$ cat config.mk
export PLATFORM = sky130hd
export DESIGN_NAME = cmp_serializer_flat
export DESIGN_NICKNAME = d
export VERILOG_FILES = /design/src/rtl/cmp_pkg.sv /design/src/rtl/cmp_serializer_if.sv /design/src/rtl/cmp_piso.sv /design/src/rtl/cmp_serializer.sv /design/src/flat_wrapper.sv
export SDC_FILE = /design/constraint.sdc
export NUM_CORES = 1
export LEC_CHECK = 0
export BUFFER_PORTS_ARGS = -buffer_cell sky130_fd_sc_hd__buf_2
export CAP_MARGIN = 40
export CORE_MARGIN = 2
export CORE_UTILIZATION = 40
export DETAILED_ROUTE_END_ITERATION = 8
export PLACE_DENSITY = 0.7
export SETUP_SLACK_MARGIN = 0.3
export SLEW_MARGIN = 15
export SYNTH_ARGS = -nofsm -noshare
export SYNTH_HDL_FRONTEND = slang
export SYNTH_SLANG_ARGS = --single-unit
$ cat constraint.sdc
create_clock -name clk -period 1.75 [get_ports clk]
set_input_delay 0 -clock clk [delete_from_list [all_inputs] [get_ports clk]]
set_output_delay 0 -clock clk [all_outputs]
set_load 0.02 [all_outputs]
$ cat src/rtl/cmp_pkg.sv
// Shared types for the serial magnitude comparator and its serializer.
// The enum encodes the comparator's one-hot {M,R,W} output.
package cmp_pkg;

  typedef enum logic [2:0] {
    OTHER  = 3'b000,
    A_GT_B = 3'b001,
    A_EQ_B = 3'b010,
    A_LS_B = 3'b100
  } output_e;

  typedef enum logic {
    FrBubble,
    FrData
  } frame_e;

  // Operands are zero-extended by callers, so this is an unsigned compare.
  function automatic output_e exp_code(input logic [31:0] a, input logic [31:0] b);
    if (a > b) begin
      return A_GT_B;
    end else if (a < b) begin
      return A_LS_B;
    end
    return A_EQ_B;
  endfunction

endpackage

$ cat src/rtl/cmp_serializer_if.sv
// Operand handshake, serial comparator link and result bus of cmp_serializer.
interface cmp_serializer_if #(
  parameter int unsigned WIDTH = 3
);
  logic             in_valid;
  logic             in_ready;
  logic [WIDTH-1:0] a_bus;
  logic [WIDTH-1:0] b_bus;
  logic             a_o;
  logic             b_o;
  logic             cmp_m;
  logic             cmp_r;
  logic             cmp_w;
  logic             res_valid;
  logic [2:0]       res_code;
  logic [WIDTH-1:0] res_a;
  logic [WIDTH-1:0] res_b;
  logic             res_err;
  logic             err_sticky;

  // Environment side: operand source, comparator and result sink.
  modport master (
    output in_valid, a_bus, b_bus, cmp_m, cmp_r, cmp_w,
    input  in_ready, a_o, b_o, res_valid, res_code, res_a, res_b, res_err, err_sticky
  );

  // Serializer side.
  modport slave (
    input  in_valid, a_bus, b_bus, cmp_m, cmp_r, cmp_w,
    output in_ready, a_o, b_o, res_valid, res_code, res_a, res_b, res_err, err_sticky
  );

endinterface

$ cat src/rtl/cmp_piso.sv
// Parallel-load, LSB-first shift register; the LSB is the serial output.
module cmp_piso #(
  parameter int unsigned WIDTH = 3
) (
  input  logic             clk,
  input  logic             rst_n,
  input  logic             load_i,
  input  logic [WIDTH-1:0] data_i,
  output logic             ser_o
);

  logic [WIDTH-1:0] sr_q, sr_d;

  always_comb begin
    sr_d = load_i ? data_i : {1'b0, sr_q[WIDTH-1:1]};
  end

  always_ff @(posedge clk or negedge rst_n) begin
    if (!rst_n) begin
      sr_q <= '0;
    end else begin
      sr_q <= sr_d;
    end
  end

  assign ser_o = sr_q[0];

endmodule

$ cat src/rtl/cmp_serializer.sv
// Feeds back-to-back WIDTH-bit frames to the serial comparator and checks its
// {M,R,W} result against an arithmetic compare of the operands of each frame.
module cmp_serializer
  import cmp_pkg::*;
#(
  parameter int unsigned WIDTH = 3
) (
  input  logic              clk,
  input  logic              rst_n,
  cmp_serializer_if.slave   sif
);

  localparam int unsigned SlotW = (WIDTH > 2) ? $clog2(WIDTH) : 1;
  localparam logic [SlotW-1:0] LastSlot = SlotW'(WIDTH - 1);

  logic [SlotW-1:0] slot_q, slot_d;
  frame_e           frame_q, frame_d;
  logic [WIDTH-1:0] tag_a_q, tag_a_d;
  logic [WIDTH-1:0] tag_b_q, tag_b_d;
  logic             pend_valid_q, pend_valid_d;
  logic [WIDTH-1:0] pend_a_q, pend_a_d;
  logic [WIDTH-1:0] pend_b_q, pend_b_d;
  logic             res_valid_q, res_valid_d;
  logic [2:0]       res_code_q, res_code_d;
  logic [WIDTH-1:0] res_a_q, res_a_d;
  logic [WIDTH-1:0] res_b_q, res_b_d;
  logic             res_err_q, res_err_d;
  logic             err_sticky_q, err_sticky_d;

  logic             frame_end;
  logic             xfer;
  logic             capture;
  logic [2:0]       cap_code;
  output_e          want_code;
  logic [WIDTH-1:0] load_a;
  logic [WIDTH-1:0] load_b;

  assign frame_end = (slot_q == LastSlot);
  assign xfer      = sif.in_valid & frame_end;
  // Comparator result for the previous frame is stable during slot 0.
  assign capture   = pend_valid_q & (slot_q == '0);
  assign cap_code  = {sif.cmp_m, sif.cmp_r, sif.cmp_w};
  assign want_code = exp_code(32'(pend_a_q), 32'(pend_b_q));

  // Idle frame ends reload zeros so bubbles shift out as all-zero frames.
  assign load_a = xfer ? sif.a_bus : '0;
  assign load_b = xfer ? sif.b_bus : '0;

  always_comb begin
    slot_d       = frame_end ? '0 : slot_q + SlotW'(1);
    frame_d      = frame_q;
    tag_a_d      = tag_a_q;
    tag_b_d      = tag_b_q;
    pend_valid_d = pend_valid_q;
    pend_a_d     = pend_a_q;
    pend_b_d     = pend_b_q;

    if (frame_end) begin
      frame_d      = xfer ? FrData : FrBubble;
      pend_valid_d = (frame_q == FrData);
      pend_a_d     = tag_a_q;
      pend_b_d     = tag_b_q;
      if (xfer) begin
        tag_a_d = sif.a_bus;
        tag_b_d = sif.b_bus;
      end
    end
  end

  always_comb begin
    res_valid_d  = capture;
    res_code_d   = res_code_q;
    res_a_d      = res_a_q;
    res_b_d      = res_b_q;
    res_err_d    = 1'b0;

    if (capture) begin
      res_code_d = cap_code;
      res_a_d    = pend_a_q;
      res_b_d    = pend_b_q;
      res_err_d  = (cap_code != want_code);
    end

    err_sticky_d = err_sticky_q | res_err_d;
  end

  always_ff @(posedge clk or negedge rst_n) begin
    if (!rst_n) begin
      slot_q       <= '0;
      frame_q      <= FrBubble;
      tag_a_q      <= '0;
      tag_b_q      <= '0;
      pend_valid_q <= 1'b0;
      pend_a_q     <= '0;
      pend_b_q     <= '0;
      res_valid_q  <= 1'b0;
      res_code_q   <= '0;
      res_a_q      <= '0;
      res_b_q      <= '0;
      res_err_q    <= 1'b0;
      err_sticky_q <= 1'b0;
    end else begin
      slot_q       <= slot_d;
      frame_q      <= frame_d;
      tag_a_q      <= tag_a_d;
      tag_b_q      <= tag_b_d;
      pend_valid_q <= pend_valid_d;
      pend_a_q     <= pend_a_d;
      pend_b_q     <= pend_b_d;
      res_valid_q  <= res_valid_d;
      res_code_q   <= res_code_d;
      res_a_q      <= res_a_d;
      res_b_q      <= res_b_d;
      res_err_q    <= res_err_d;
      err_sticky_q <= err_sticky_d;
    end
  end

  cmp_piso #(
    .WIDTH (WIDTH)
  ) u_piso_a (
    .clk    (clk),
    .rst_n  (rst_n),
    .load_i (frame_end),
    .data_i (load_a),
    .ser_o  (sif.a_o)
  );

  cmp_piso #(
    .WIDTH (WIDTH)
  ) u_piso_b (
    .clk    (clk),
    .rst_n  (rst_n),
    .load_i (frame_end),
    .data_i (load_b),
    .ser_o  (sif.b_o)
  );

  assign sif.in_ready   = frame_end;
  assign sif.res_valid  = res_valid_q;
  assign sif.res_code   = res_code_q;
  assign sif.res_a      = res_a_q;
  assign sif.res_b      = res_b_q;
  assign sif.res_err    = res_err_q;
  assign sif.err_sticky = err_sticky_q;

  // At most one result per frame, so pulses can never be adjacent.
  res_pulse_a : assert property (@(posedge clk) disable iff (!rst_n)
    res_valid_q |=> !res_valid_q);

endmodule

$ cat src/flat_wrapper.sv
// flat-port wrapper written by rule: the top's interface ports become plain ports
module cmp_serializer_flat import cmp_pkg::*;
#(
  parameter int unsigned WIDTH = 3
)
  (clk, rst_n, sif_in_valid, sif_a_bus, sif_b_bus, sif_cmp_m, sif_cmp_r, sif_cmp_w, sif_in_ready, sif_a_o, sif_b_o, sif_res_valid, sif_res_code, sif_res_a, sif_res_b, sif_res_err, sif_err_sticky);
  cmp_serializer_if #(.WIDTH(WIDTH)) sif_i ();
  input  logic clk;
  input  logic rst_n;
  input wire logic [$bits(sif_i.in_valid)-1:0] sif_in_valid;
  input wire logic [$bits(sif_i.a_bus)-1:0] sif_a_bus;
  input wire logic [$bits(sif_i.b_bus)-1:0] sif_b_bus;
  input wire logic [$bits(sif_i.cmp_m)-1:0] sif_cmp_m;
  input wire logic [$bits(sif_i.cmp_r)-1:0] sif_cmp_r;
  input wire logic [$bits(sif_i.cmp_w)-1:0] sif_cmp_w;
  output wire logic [$bits(sif_i.in_ready)-1:0] sif_in_ready;
  output wire logic [$bits(sif_i.a_o)-1:0] sif_a_o;
  output wire logic [$bits(sif_i.b_o)-1:0] sif_b_o;
  output wire logic [$bits(sif_i.res_valid)-1:0] sif_res_valid;
  output wire logic [$bits(sif_i.res_code)-1:0] sif_res_code;
  output wire logic [$bits(sif_i.res_a)-1:0] sif_res_a;
  output wire logic [$bits(sif_i.res_b)-1:0] sif_res_b;
  output wire logic [$bits(sif_i.res_err)-1:0] sif_res_err;
  output wire logic [$bits(sif_i.err_sticky)-1:0] sif_err_sticky;
  assign sif_i.in_valid = sif_in_valid;
  assign sif_i.a_bus = sif_a_bus;
  assign sif_i.b_bus = sif_b_bus;
  assign sif_i.cmp_m = sif_cmp_m;
  assign sif_i.cmp_r = sif_cmp_r;
  assign sif_i.cmp_w = sif_cmp_w;
  assign sif_in_ready = sif_i.in_ready;
  assign sif_a_o = sif_i.a_o;
  assign sif_b_o = sif_i.b_o;
  assign sif_res_valid = sif_i.res_valid;
  assign sif_res_code = sif_i.res_code;
  assign sif_res_a = sif_i.res_a;
  assign sif_res_b = sif_i.res_b;
  assign sif_res_err = sif_i.res_err;
  assign sif_err_sticky = sif_i.err_sticky;
  cmp_serializer #(.WIDTH(WIDTH)) u_core (.clk(clk), .rst_n(rst_n), .sif(sif_i));
endmodule
==> run summary <==
At the worst endpoint, the arrival time is 1.89 ns. In this run, placement finished with an instance count of 185. The logs give 213 for the final instance count without filler cells and 0 for the total global routing overflow. The tools report the antenna cell count as 0. Port buffering added 26 buffers. The per-cell routed wire length came out at 12.3 µm. Wires add up to 2620 µm. The run finished with clean final reports. In this run the power spent charging and discharging nets is 421 µW.

The cell area after technology mapping was 0.00131 mm²; the number of storage elements in the synthesis netlist was 34. For this run, design rule violations remaining after detail routing come to 0. Clock-pin slew was measured on the worst setup and hold paths at 0.10 ns. Counting flops with a built-in enable in the synthesized netlist gives 0. The post-detailed-route count of antenna-violating nets was 0; the number of detailed-route iterations in the first pass was 4. The final critical delay including setup and external delays was 1.66 ns. The floorplan has 20 rows. The share of total power consumed by net switching is 0.252, and the number of clock sinks is 34. By startpoint and endpoint, the worst setup path is classified as flop to flop. Max-slew violation total from the final report: 0. For the maximum operating frequency, the log shows 601 MHz.

By area the synthesized netlist is led by dfrtp_1 65%, nand2_1 11%, mux2_1 7.7%. The total core area is 0.00308 mm². The run gives 0.158 as the part of the power in combinational logic. The height of the die is 61.3 µm, and the clock insertion delay at the later pin of the skew report is 0.33 ns. Entering global routing, the biggest net connects 35 pins. Registers take 851 µm². Of all nets on the critical path, the largest fanout is 2. For the placed cell area, the log shows 0.00154 mm². The tools report the category of the worst setup path launch point as a flop. The total global-route track usage is 0.165, and the share of the cycle needed by the critical path after routing is 0.951. Total power for the finished layout comes to 1.67 mW.

The number of different library cells used by synthesis comes to 23. For this design the top-level I/O count stands at 27. The internal power of the cells totals 1.25 mW. The final weighted congestion in routability-driven placement was 0.776; the maximum count of clock buffers along a single path was 2. Hold violation total from the final report: 0. The fraction of post-synthesis cell area in the top cell type by area came out at 0.648.

The tightest min-delay check is of the input port to asynchronous set/reset pin type. The via count of the first global-routing pass was 1006. STA classifies the critical path endpoint as a flop. The run gives 183 as the layout net count. Slew of the pin with the lowest slew margin: 0.735 ns.

TritonCTS built the clock tree. The clock share of power was 0.317; the multi-input combinational cell area was 482 µm². In the layout the commonest cells are 37 x nand2_1, 34 x dfrtp_1, 26 x buf_2. The number of fill cells came out at 260. The count of final setup violators is 0, and the global-route wire length before repair is 4330 µm. TritonCTS created 5 clock buffers. Final core utilization: 0.590. The share of async-settable or async-resettable flops after synthesis works out to 1.00.

Maximum vdd ir drop: 0.000655 V. The synthesized instance count was 115. Clock tree synthesis selected as its root buffer the cell clkbuf_4. The synthesized design spends more area on one cell type than any other, namely dfrtp_1.

The most used flip-flop cell after synthesis is dfrtp_1. The via density per instance is 4.73. From synthesis to final layout, the design area changed by 38.3%. On the final layout, the worst clock skew is 0.00470 ns. The run gives 0.426 as the effective utilization at floorplan. The tools report the number of max-capacitance violations reported as 0. Setup repair after global routing could not meet its margin everywhere. The number of nets handed over by synthesis was 130. For the worst slew slack as a fraction of its limit, the log shows 0.510. For the worst setup path, the data required time is 1.98 ns. The power per cell area was 919 mW/mm². Leaving out fill and tap cells, the most frequent cell in the layout is nand2_1.

After synthesis, the mean cell area works out to 11.4 µm². From left edge to right edge, the die measures 61.3 µm. The cell leakage power is 0.921 nW. The fraction of final layout cells sized beyond drive strength 1 came out at 0.325. For this run, the number of Yosys warnings is 0.

For this block, the initial DRC count from the detailed router was 29. The sequential group share of total power is 0.525. The share of synthesized area occupied by flip-flops and latches was 0.648; the summed area of non-filler cells in the final layout was 0.00182 mm². The floorplan step defined a die boundary enclosing 0.00376 mm². Adding up every negative setup slack in the final design gives 0 ns.

The HPWL after detailed placement is 1670 µm. The initial antenna violation count was 0; the number of levels in the clock H-tree was 2. The total vias in the final route is 1007. The number of cells on the worst reg-to-reg path is 5.
area by class of cell:
cell class / instances / share of cell area
clock buffer: 8 / 0.0434
inverter: 5 / 0.0103
multi-input combinational: 73 / 0.265
sequential: 34 / 0.469
tap: 44 / 0.0303
timing repair buffer: 49 / 0.182
final timing paths:
| kind | from | to | slack [ns] |
|---|---|---|---|
| setup / recovery | u_core.pend_a_q[1] | u_core.sif.err_sticky | 0.09 |
| hold / removal | rst_n | u_core.sif.res_valid | 0.27 |
| setup reg to reg | u_core.pend_a_q[1] | u_core.sif.err_sticky | 0.09 |
| hold reg to reg | u_core.u_piso_b.sr_q[2] | u_core.u_piso_b.sr_q[1] | 0.45 |
| max in group asynchronous | rst_n | u_core.tag_b_q[2] | 1.02 |
| min in group clk | sif_a_bus[0] | u_core.tag_a_q[0] | 0.40 |
repair_timing:
action	4_1_cts	5_1_grt
setup buffers	5	4
setup endpoints to repair	2	2
pin swaps	3	6
hold endpoints to repair	50	0
hold buffers	11	0
resized for setup	2	3
per-stage QoR:
step	worst slack, ns	hold slack (ns)
after global placement	0.171	0.0934
after global routing	0.0575	0.333
after detailed placement	0.104	0.101
after floorplan	0.199	-0.296
after CTS	0.128	0.273
final	0.0862	0.268
per-layer routing:
| metal | GRT usage | share of wire | vias up |
|---|---|---|---|
| li1 | - | - | 480 |
| met1 | 0.183 | 0.44 | 489 |
| met2 | 0.289 | 0.49 | 36 |
| met3 | 0.0462 | 0.065 | 2 |
| met4 | 0.0839 | 0.010 | 0 |
| met5 | 0 | 0 | - |
power by group through the flow:
| stage | sequential (mW) | combinational, mW | clock (mW) |
|---|---|---|---|
| final | 0.875 | 0.263 | 0.529 |
| after global routing | 0.883 | 0.293 | 0.587 |
| after CTS | 0.874 | 0.239 | 0.549 |
| after detailed placement | 0.891 | 0.199 | 0 |
| after global placement | 0.888 | 0.194 | 0 |
| after floorplan | 0.927 | 0.0788 | 0 |
critical path: stages, from the launching register on:
cell and delay [ns]:
dfrtp_1 0.42, ha_4 0.28, nand3_2 0.08, or4b_4 0.54, a21oi_4 0.15, o21bai_1 0.08
kinds of logic (layout without fill, tap and decap cells):
logic type / Yosys count / count (layout) / synth area share
mux: 9 / 9 / 0.0772
buf+inv: 8 / 62 / 0.0257
flops: 34 / 34 / 0.648
compound gates: 11 / 11 / 0.0581
fa+ha+maj: 3 / 3 / 0.0286
simple gates: 50 / 50 / 0.162
cell usage after synthesis, drive strengths merged, types with 2 or more instances:
master	number
a21o	2
a21oi	2
and3	2
buf	3
dfrtp	34
ha	3
inv	5
mux2	9
nand2	37
nand3	2
nor2	4
o21ai	3
No activity file was read; power rests on OpenSTA's default activity.
